## src/rtl/mips_pipe_pkg.sv

```systemverilog
// rtl/mips_pipe_pkg.sv - shared control-bit indices and stage-register state encoding
package mips_pipe_pkg;

  localparam int CTRL_REGWRITE = 0;
  localparam int CTRL_MEMTOREG = 1;

  typedef enum logic [1:0] {
    ST_EMPTY = 2'd0,
    ST_FULL  = 2'd1,
    ST_SKID  = 2'd2
  } state_t;

endpackage

```

## src/rtl/pipe_slot.sv

```systemverilog
// rtl/pipe_slot.sv - payload holding register with load enable and async clear
module pipe_slot #(
  parameter int W = 8
) (
  input  logic         i_Clk,
  input  logic         i_Rst_n,
  input  logic         i_Load,
  input  logic [W-1:0] i_D,
  output logic [W-1:0] o_Q
);

  logic [W-1:0] r_q;

  always_ff @(posedge i_Clk or negedge i_Rst_n) begin
    if (!i_Rst_n) begin
      r_q <= '0;
    end else if (i_Load) begin
      r_q <= i_D;
    end
  end

  assign o_Q = r_q;

endmodule

```

## src/rtl/pipe_stage_reg.sv

```systemverilog
// rtl/pipe_stage_reg.sv - valid/ready pipeline stage register with optional skid slot,
// flush, bubble masking of write controls and a saturating stall counter
module pipe_stage_reg
  import mips_pipe_pkg::*;
#(
  parameter int DATA_W   = 32,
  parameter int NUM_DATA = 2,
  parameter int REG_W    = 5,
  parameter int CTRL_W   = 2,
  parameter int SKID     = 1,
  parameter int CNT_W    = 16
) (
  input  logic                       i_Clk,
  input  logic                       Reset,
  input  logic                       i_Valid,
  output logic                       o_Ready,
  input  logic [NUM_DATA*DATA_W-1:0] i_Data,
  input  logic [REG_W-1:0]           i_WriteReg,
  input  logic [CTRL_W-1:0]          i_Ctrl,
  input  logic                       i_Flush,
  output logic                       o_Valid,
  input  logic                       i_Ready,
  output logic [NUM_DATA*DATA_W-1:0] o_Data,
  output logic [REG_W-1:0]           o_WriteReg,
  output logic [CTRL_W-1:0]          o_Ctrl,
  input  logic                       i_CntClr,
  output logic [CNT_W-1:0]           o_StallCnt
);

  localparam int PW = NUM_DATA*DATA_W + REG_W + CTRL_W;

  state_t           r_state;
  state_t           w_state_nxt;
  logic             w_in;
  logic             w_out;
  logic             w_main_load;
  logic             w_skid_load;
  logic             w_main_from_skid;
  logic [PW-1:0]    w_in_pay;
  logic [PW-1:0]    w_main_d;
  logic [PW-1:0]    w_main_q;
  logic [PW-1:0]    w_skid_q;
  logic [CNT_W-1:0] r_cnt;

  assign w_in_pay = {i_Data, i_WriteReg, i_Ctrl};
  assign o_Valid  = (r_state != ST_EMPTY);
  // With a skid slot, ready is a decode of the state flop only, breaking the i_Ready path.
  assign o_Ready  = (SKID != 0) ? (r_state != ST_SKID) : (~o_Valid | i_Ready);
  assign w_in     = i_Valid & o_Ready;
  assign w_out    = o_Valid & i_Ready;

  always_ff @(posedge i_Clk or negedge Reset) begin
    if (!Reset) begin
      r_state <= ST_EMPTY;
    end else begin
      r_state <= w_state_nxt;
    end
  end

  // FULL with in & ~out only arises when o_Ready is registered, so SKID=0 never enters ST_SKID.
  always_comb begin
    w_state_nxt      = r_state;
    w_main_load      = 1'b0;
    w_skid_load      = 1'b0;
    w_main_from_skid = 1'b0;
    if (i_Flush) begin
      w_state_nxt = ST_EMPTY;
    end else begin
      case (r_state)
        ST_EMPTY: begin
          if (w_in) begin
            w_main_load = 1'b1;
            w_state_nxt = ST_FULL;
          end
        end
        ST_FULL: begin
          if (w_in && !w_out) begin
            w_skid_load = 1'b1;
            w_state_nxt = ST_SKID;
          end else if (w_in) begin
            w_main_load = 1'b1;
          end else if (w_out) begin
            w_state_nxt = ST_EMPTY;
          end
        end
        ST_SKID: begin
          if (w_out) begin
            w_main_load      = 1'b1;
            w_main_from_skid = 1'b1;
            w_state_nxt      = ST_FULL;
          end
        end
        default: w_state_nxt = ST_EMPTY;
      endcase
    end
  end

  assign w_main_d = w_main_from_skid ? w_skid_q : w_in_pay;

  pipe_slot #(.W(PW)) u_main_slot (
    .i_Clk   (i_Clk),
    .i_Rst_n (Reset),
    .i_Load  (w_main_load),
    .i_D     (w_main_d),
    .o_Q     (w_main_q)
  );

  pipe_slot #(.W(PW)) u_skid_slot (
    .i_Clk   (i_Clk),
    .i_Rst_n (Reset),
    .i_Load  (w_skid_load),
    .i_D     (w_in_pay),
    .o_Q     (w_skid_q)
  );

  // Bubbles must never carry a live RegWrite/MemtoReg or destination downstream.
  assign o_Data     = w_main_q[PW-1 -: NUM_DATA*DATA_W];
  assign o_WriteReg = o_Valid ? w_main_q[CTRL_W +: REG_W] : '0;
  assign o_Ctrl     = o_Valid ? w_main_q[CTRL_W-1:0] : '0;

  always_ff @(posedge i_Clk or negedge Reset) begin
    if (!Reset) begin
      r_cnt <= '0;
    end else if (i_CntClr) begin
      r_cnt <= '0;
    end else if (o_Valid && !i_Ready && (r_cnt != '1)) begin
      r_cnt <= r_cnt + {{(CNT_W-1){1'b0}}, 1'b1};
    end
  end

  assign o_StallCnt = r_cnt;

endmodule

```

## config.mk

```make
export PLATFORM = sky130hd
export DESIGN_NAME = pipe_stage_reg
export DESIGN_NICKNAME = d
export VERILOG_FILES = /design/src/rtl/mips_pipe_pkg.sv /design/src/rtl/pipe_slot.sv /design/src/rtl/pipe_stage_reg.sv
export SDC_FILE = /design/constraint.sdc
export NUM_CORES = 1
export LEC_CHECK = 0
export CAP_MARGIN = 10
export CORE_MARGIN = 5
export CORE_UTILIZATION = 30
export CTS_CLUSTER_SIZE = 30
export DETAILED_ROUTE_END_ITERATION = 6
export GPL_ROUTABILITY_DRIVEN = 0
export SLEW_MARGIN = 40
export SYNTH_ARGS = -nofsm -noshare
export SYNTH_HDL_FRONTEND = slang
export SYNTH_HIERARCHICAL = 1
export SYNTH_SLANG_ARGS = --single-unit
```

## constraint.sdc

```tcl
create_clock -name i_Clk -period 4.68 [get_ports i_Clk]
set_clock_uncertainty 0.05 [all_clocks]
set_input_delay 0.936 -clock i_Clk [delete_from_list [all_inputs] [get_ports i_Clk]]
set_output_delay 0.936 -clock i_Clk [all_outputs]
set_load 0.05 [all_outputs]
```

; ---- Word level (Yosys, flattened, before mapping)
; Cells that the tools add are included.
[totals]
reg_bits = 160
input_bits = 77
output_inout_bits = 89
elab_cells = 46
[op_classes]
n_addsub = 1
n_eq_ne = 8
mux = 22
bitwise_logic = 2
n_reduce_logical = 9
[op_table]
columns = cell, count
row1 = two-way mux 71 bit, 1
row2 = two-way mux 16 bit, 2
row3 = adder 16 x 1 -> 16 bit (second input constant), 1
row4 = != test 16 bit (second input constant), 1
row5 = two-way mux 2 bit, 7
row6 = two-way mux 1 bit, 9
row7 = != test 4 bit (second input constant), 2
row8 = != test 3 bit (second input constant), 2
row9 = one-hot mux 2 bit (3 select lines), 1
row10 = two-way mux 5 bit, 1
row11 = AND reduction 4 bit, 1
row12 = nonzero test 2 bit, 2
row13 = logical AND 1 bit, 3
row14 = one-hot mux 1 bit (3 select lines), 1
row15 = bitwise AND 1 bit, 2
row16 = equality test 2 x 1 -> 1 bit (second input constant), 1
row17 = equality test 2 bit (second input constant), 1
row18 = zero test 1 bit, 2
row19 = zero test 2 bit, 1
row20 = != test 2 bit (second input constant), 1

; ---- Longest topological paths before layout
; Gate-level depths: netlist of run 1.
[depth]
ltp_word = 7
mapped_depth = 6
depth_no_buf = 6

; ---- By module
; Netlist of run 1, hierarchy kept.
[by_module_without_submodules]
columns = mod, n_inst, cells_each, area_each_um2, seq_area_each_um2
row1 = pipe_slot, 2, 150, 2990.4, 1776.7
row2 = pipe_stage_reg, 1, 198, 1916.8, 450.4

; ---- Worst setup path before layout of run 1
; Ideal clock, no wire load.
[synth_timing]
kind = reg2out
startpoint = register r_state[1]
endpoint = output o_Ctrl[0]
t_arrival_ns = 1.263
t_required_ns = 3.694
path_slack_ns = 2.431
stages_incl_launch_ff = 3
n_path_buf = 0
path_cell_list = dfrtp_1 nor2_1 nor2b_1
[synth_between]
elab_chain_len = 2
[synth_rtl]
columns = item, line
row1 = from (decl), pipe_stage_reg.sv:32  ; state_t r_state;
row2 = from (signal assigned), pipe_stage_reg.sv:56  ; r_state <= w_state_nxt;
row3 = nonzero test 2 bit, pipe_stage_reg.sv:46  ; assign o_Valid = (r_state != ST_EMPTY);
row4 = two-way mux 2 bit, pipe_stage_reg.sv:119  ; assign o_Ctrl = o_Valid ? w_main_q[CTRL_W-1:0] : '0;
row5 = to (decl), pipe_stage_reg.sv:25  ; output logic [CTRL_W-1:0] o_Ctrl,
; Every way passes these cells.

; ---- Worst setup path after layout of run 1
[layout_timing]
startpoint = register r_state[1]
endpoint = output o_WriteReg[0]
[layout_between]
elab_chain_len = 2
[layout_rtl]
columns = item, line
row1 = nonzero test 2 bit, pipe_stage_reg.sv:46
row2 = two-way mux 5 bit, pipe_stage_reg.sv:118  ; assign o_WriteReg = o_Valid ? w_main_q[CTRL_W +: REG_W] : '0;
row3 = to (decl), pipe_stage_reg.sv:24  ; output logic [REG_W-1:0] o_WriteReg,
; Every way passes these cells.

==> results_dict.tcl, run 1 <==
set metrics [dict create \
    max-cap-violations 0 \
    die_w_um 172.3 \
    dpl.hpwl_mm 10.69 \
    avgSynthCellArea_um2 15.86 \
    antenna_found_initial 0 \
    drt-total-wl_mm 17.00 \
    drtAntennaViolNets 0 \
    timing.hold.ws_ns 0.4574 \
    fin_nets 739 \
    ios 166 \
    p_leak_nw 4.380 \
    p_per_area_nw_per_um2 452.2 \
    final_layout_size_suffix_gt1_frac 0.3872 \
    cp.required_ns 3.69 \
    vias 4565 \
    synth-edff-count 0 \
    end_kind "output pin" \
    ys_warn_count 6 \
    fillCellCount 2448 \
    antenna_cells 0 \
    seq_area_frac_synth 0.5070 \
    maxSlewViolCount 0 \
    critical_path_class "reg2out" \
    die_area_um2 29670 \
    overflow 0 \
    place_ws_ns 1.497 \
    fin_util 0.3969 \
    synth-seq-cells 160 \
    cts_buffers 17 \
    worst_ir_drop_vdd_v 0.0001858 \
    seq_area_um2 4004 \
    cp_max_fo 9 \
    die_h_um 172.3 \
    htreeDepth 4 \
    clkTransAtPathRegs_ns 0.07 \
    root_buffer "clkbuf_16" \
    cp-start-kind "register" \
    hold_buffers 0 \
    hold_path_class "reg2reg" \
    slowest_stage "clkdlybuf4s50_1" \
    clock_latency_ns 0.41 \
    rows 59 \
    drc_errors 0 \
    period_minus_slack_ns 3.306 \
    clockBufferDepth 2 \
    multiInputGateArea_um2 3553 \
    slew-limit-headroom 0.4694 \
    fin_area_um2 10310 \
    ys_types 38 \
    cts_tree "yes" \
    grt_usage 0.1162 \
    cts_setup_buffers 0 \
    start_util 0.3039 \
    grt_pass1_wl_mm 27.25 \
    report.final.setup_viol 0 \
    cpPeakStageDelay_ns 0.74 \
    rsz0062_at_grt "no" \
    cts.sinks 160 \
    synth_cells 498 \
    tightest_slew_ns 0.7959 \
    critical_path_arrival_ns 2.32 \
    drt-wirelength-per-cell_um 16.85 \
    hold_viol_final 0 \
    syn_area_um2 7898 \
    core_um2 25980 \
    vias_per_cell 4.524 \
    drt-initial-drc-count 233 \
    synthArstFlopShare 1.000 \
    io_buffers 165 \
    crit_chain "nor2_1 > nor2b_1 > clkdlybuf4s50_1" \
    finalWorstSetupSlack_ns 1.374 \
    firstDrtPassIters 4 \
    ys.flop_type "dfrtp_1" \
    tns_ns 0 \
    status "finished, final reports clean" \
    synth_fp_nets 576 \
    areaGrowthSynthToFinish_pct 30.58 \
    timing.fmax_mhz 302.5 \
    place_area_um2 9707 \
    grt_start_max_net_pins 84 \
    cts_resized 0 \
    period_share 0.7064 \
    grt_pass1_vias 4962 \
]
routing by layer:
| metal | GRT usage | wire (um) |
|---|---|---|
| met4 | 0.03520 | 249 |
| met3 | 0.03315 | 899 |
| met5 | 0 | 0 |
| met1 | 0.1664 | 8452 |
| met2 | 0.1708 | 7403 |
critical path, delay by kind of cell, from the launching register on:
family	cells	cell delay, ns
flops	1	0.46
buf+inv	1	0.74
simple gates	2	0.71
sequential cells by signal (all words and copies together) (netlist names):
register / cells
u_skid_slot/o_Q: 71
u_main_slot/o_Q: 71
r_state: 2
o_StallCnt: 16
kinds of logic (layout without fill, tap and decap cells):
group / Yosys count / after routing / share of synthesized area
mux: 215 / 215 / 0.3728
fa+ha+maj: 1 / 1 / 0.001584
simple gates: 60 / 60 / 0.04230
flops: 160 / 160 / 0.5070
xor+xnor: 9 / 9 / 0.009982
buf+inv: 29 / 205 / 0.04579
compound gates: 24 / 24 / 0.02060
area by class of cell:
class,instances,share of cell area
well taps,335,0.04065
inverters,2,0.0007280
flip-flops and latches,160,0.3883
clock buffers,18,0.04162
clock inverters,14,0.01686
repair buffers,171,0.1673
multi-input cells,309,0.3446
cell usage after synthesis, types with 2 or more instances:
master	n	area [um^2]
dfrtp_1	160	4004
mux2_4	140	2102
mux2_2	73	822.0
nor2_1	20	75.07
buf_12	14	280.3
nor2b_1	9	56.30
xor2_1	9	78.83
buf_2	8	40.04
a21oi_1	7	35.03
nand2_1	7	26.28
nand3_1	7	35.03
o211ai_1	5	37.54
o21ai_0	4	20.02
a211oi_1	2	15.01
buf_6	2	22.52
clkbuf_1	2	7.510
inv_1	2	7.510
mux2i_1	2	20.02
nand2b_1	2	12.51
nand4_1	2	12.51
nor3_1	2	10.01
nor3b_1	2	15.01
or3_1	2	12.51
cells in the final DEF (no fill, tap or decap), drive strengths merged:
master,Yosys,final
mux2i,2,2
clkinvlp,0,1
o211ai,5,5
clkdlybuf4s50,0,164
inv,2,8
or3,2,2
nor4,1,1
nand3b,1,1
clkinv,0,5
nand3,8,8
a211oi,2,2
buf,25,6
o21bai,1,1
nor3,3,3
o22a,1,1
clkbuf,2,19
o21ai,7,7
xor2,9,9
nor2,20,20
nand2,7,7
o41ai,1,1
nand2b,2,2
nand4,3,3
ha,1,1
nor3b,2,2
or4,1,1
dfrtp,160,160
mux2,213,213
or2,1,1
nor2b,9,9
a21oi,7,7
bufinv,0,2
where the power goes:
part	internal (mW)	leakage, nW	switching [mW]
combinational	0.693	2.13	0.666
clock	0.810	0.293	0.636
sequential	1.69	1.95	0.171
total	3.19	4.38	1.47
per-stage QoR:
stage	std cells	total power [mW]
after floorplan	498	2.813
after global placement	977	3.233
after detailed placement	977	3.248
after CTS	1009	4.738
after global routing	1009	4.879
final	1009	4.664
path summary, 6_finish.rpt:
path,start,to,slack [ns],cells past startpoint
min in group asynchronous,Reset,u_skid_slot/o_Q[8],0.48,1
hold / removal,u_skid_slot/o_Q[8],u_skid_slot/o_Q[8],0.46,1
setup / recovery,r_state[1],o_WriteReg[0],1.37,3
hold reg to reg,u_skid_slot/o_Q[8],u_skid_slot/o_Q[8],0.46,1
max in group asynchronous,Reset,u_main_slot/o_Q[64],3.18,2
setup reg to reg,r_state[0],u_main_slot/o_Q[36],2.42,5
Power figures use the tool's default switching activity.
==> run 2, diff against run 1 <==
clock period = 2.91 ns   (was 4.68 ns; I/O delays follow)
==> results_dict.tcl, run 2 (synthesized netlist as in run 1, its figures left out) <==
set metrics [dict create \
    status "finished, final reports clean" \
    fin_util 0.4039 \
    end_kind "output pin" \
    power.total_mw 7.455 \
    report.final.setup_viol 0 \
    layout.cells.most_common "clkdlybuf4s50_1" \
    r2r_end "u_main_slot/o_Q[37]" \
    cp-endpoint "o_WriteReg[1]" \
    cpPeakStageDelay_ns 0.73 \
    slowest_stage "clkdlybuf4s50_1" \
    drtAntennaViolNets 0 \
    grt_pass1_wl_mm 27.38 \
    final_cell_mix "clkdlybuf4s50_1 (164), dfrtp_1 (160), mux2_4 (140)" \
    antenna_found_initial 0 \
    areaGrowthSynthToFinish_pct 32.89 \
    p_per_area_nw_per_um2 710.3 \
    rsz0062_at_grt "no" \
    critical_path_class "reg2out" \
    drt-initial-drc-count 185 \
    hold_path_class "in2async" \
    grt_start_max_net_pins 64 \
    startpoint "r_state[1]" \
    fin_nets 751 \
    dpl.hpwl_mm 11.46 \
    core_um2 25980 \
    timing.fmax_mhz 367.9 \
    firstDrtPassIters 4 \
    critical_path_arrival_ns 2.09 \
    drt-total-wl_mm 17.30 \
    tns_ns 0 \
    drt-wirelength-per-cell_um 16.96 \
    vias_per_cell 4.477 \
    vias 4567 \
    worst_ir_drop_vdd_v 0.0003373 \
    critPathTopFamily "buffers and inverters" \
    clkTransAtPathRegs_ns 0.07 \
    die_w_um 172.3 \
    clockBufferDepth 2 \
    rows 59 \
    period_share 0.9340 \
    hold_viol_final 0 \
    overflow 0 \
    die_area_um2 29670 \
    tightest_slew_ns 0.6876 \
    reg2reg_from "r_state[0]" \
    root_buffer "clkbuf_16" \
    r2r_cells 5 \
    cp_num_buf_inv 1 \
    period_minus_slack_ns 2.718 \
    final_layout_size_suffix_gt1_frac 0.4000 \
    antenna_cells 0 \
    regToRegSetupSlack_ns 0.77 \
    cts_buffers 17 \
    maxSlewViolCount 0 \
    start_util 0.3039 \
    ios 166 \
    drc_errors 0 \
    grt_pass1_vias 5010 \
    cts.sinks 160 \
    grt_usage 0.1170 \
    crit_chain "nor2_2 > nor2b_1 > clkdlybuf4s50_1" \
    p_leak_nw 4.460 \
    worstSetupPathDepth 3 \
    cp_max_fo 9 \
    htreeDepth 4 \
    slew-limit-headroom 0.5407 \
    cts_tree "yes" \
    cp-start-kind "register" \
    io_buffers 165 \
    clock_latency_ns 0.41 \
    die_h_um 172.3 \
    cp.required_ns 2.28 \
    max-cap-violations 0 \
]
## run 2: cell types whose count changed in the layout (fill, tap and decap cells not counted), sizes merged
cell / change
clkbuf: -2
clkinv: -1
clkinvlp: +1
buf: +13
## run 2: layout make-up
| type | instances | area [um^2] |
|---|---|---|
| fillers | 2451 | 15490 |
| flip-flops and latches | 160 | 4004 |
| multi-input cells | 309 | 3556 |
| repair buffers | 183 | 1926 |
| clock buffers | 17 | 425.4 |
| well taps | 335 | 419.2 |
| clock inverters | 14 | 157.7 |
| inverters | 2 | 7.507 |
## run 2: where the power goes
part	internal, mW	total [mW]	switching, mW
clock	1.28	2.25	0.967
sequential	2.72	2.99	0.276
combinational	1.14	2.22	1.08
total	5.13	7.46	2.32
## run 2: worst min-delay path by stage
stage	from	endpoint	slack, ns	cells after the start
after detailed placement	u_main_slot/o_Q[2]	u_main_slot/o_Q[2]	0.43	1
final	Reset	u_skid_slot/o_Q[8]	0.11	1
after floorplan	Reset	o_StallCnt[0]	0.24	0
after CTS	Reset	u_skid_slot/o_Q[8]	0.11	1
after global placement	u_main_slot/o_Q[1]	u_main_slot/o_Q[1]	0.43	1
after global routing	Reset	u_skid_slot/o_Q[8]	0.13	1
## run 2: layer usage
layer | track usage | vias to the layer above | share of wire
met4 | 0.02768 | 0 | 0.0083
met3 | 0.03246 | 7 | 0.047
met5 | 0 | - | 0
met1 | 0.1586 | 2330 | 0.47
met2 | 0.1871 | 104 | 0.47
li1 | - | 2126 | -
## run 2: what timing repair did
action,in CTS,in global routing
hold buffers,0,0
setup buffers,0,0
setup endpoints to repair,8,0
resized for setup,1,0
## run 2: stage by stage
stage	instance area, um^2	setup slack [ns]	std cells	hold slack [ns]
final	10500	0.1921	1020	0.1093
after CTS	10500	0.08406	1020	0.1111
after detailed placement	9910	0.1770	989	0.4339
after global placement	9910	0.2052	989	0.4338
after global routing	10500	0.01464	1020	0.1319
after floorplan	7898	0.6700	498	0.2364
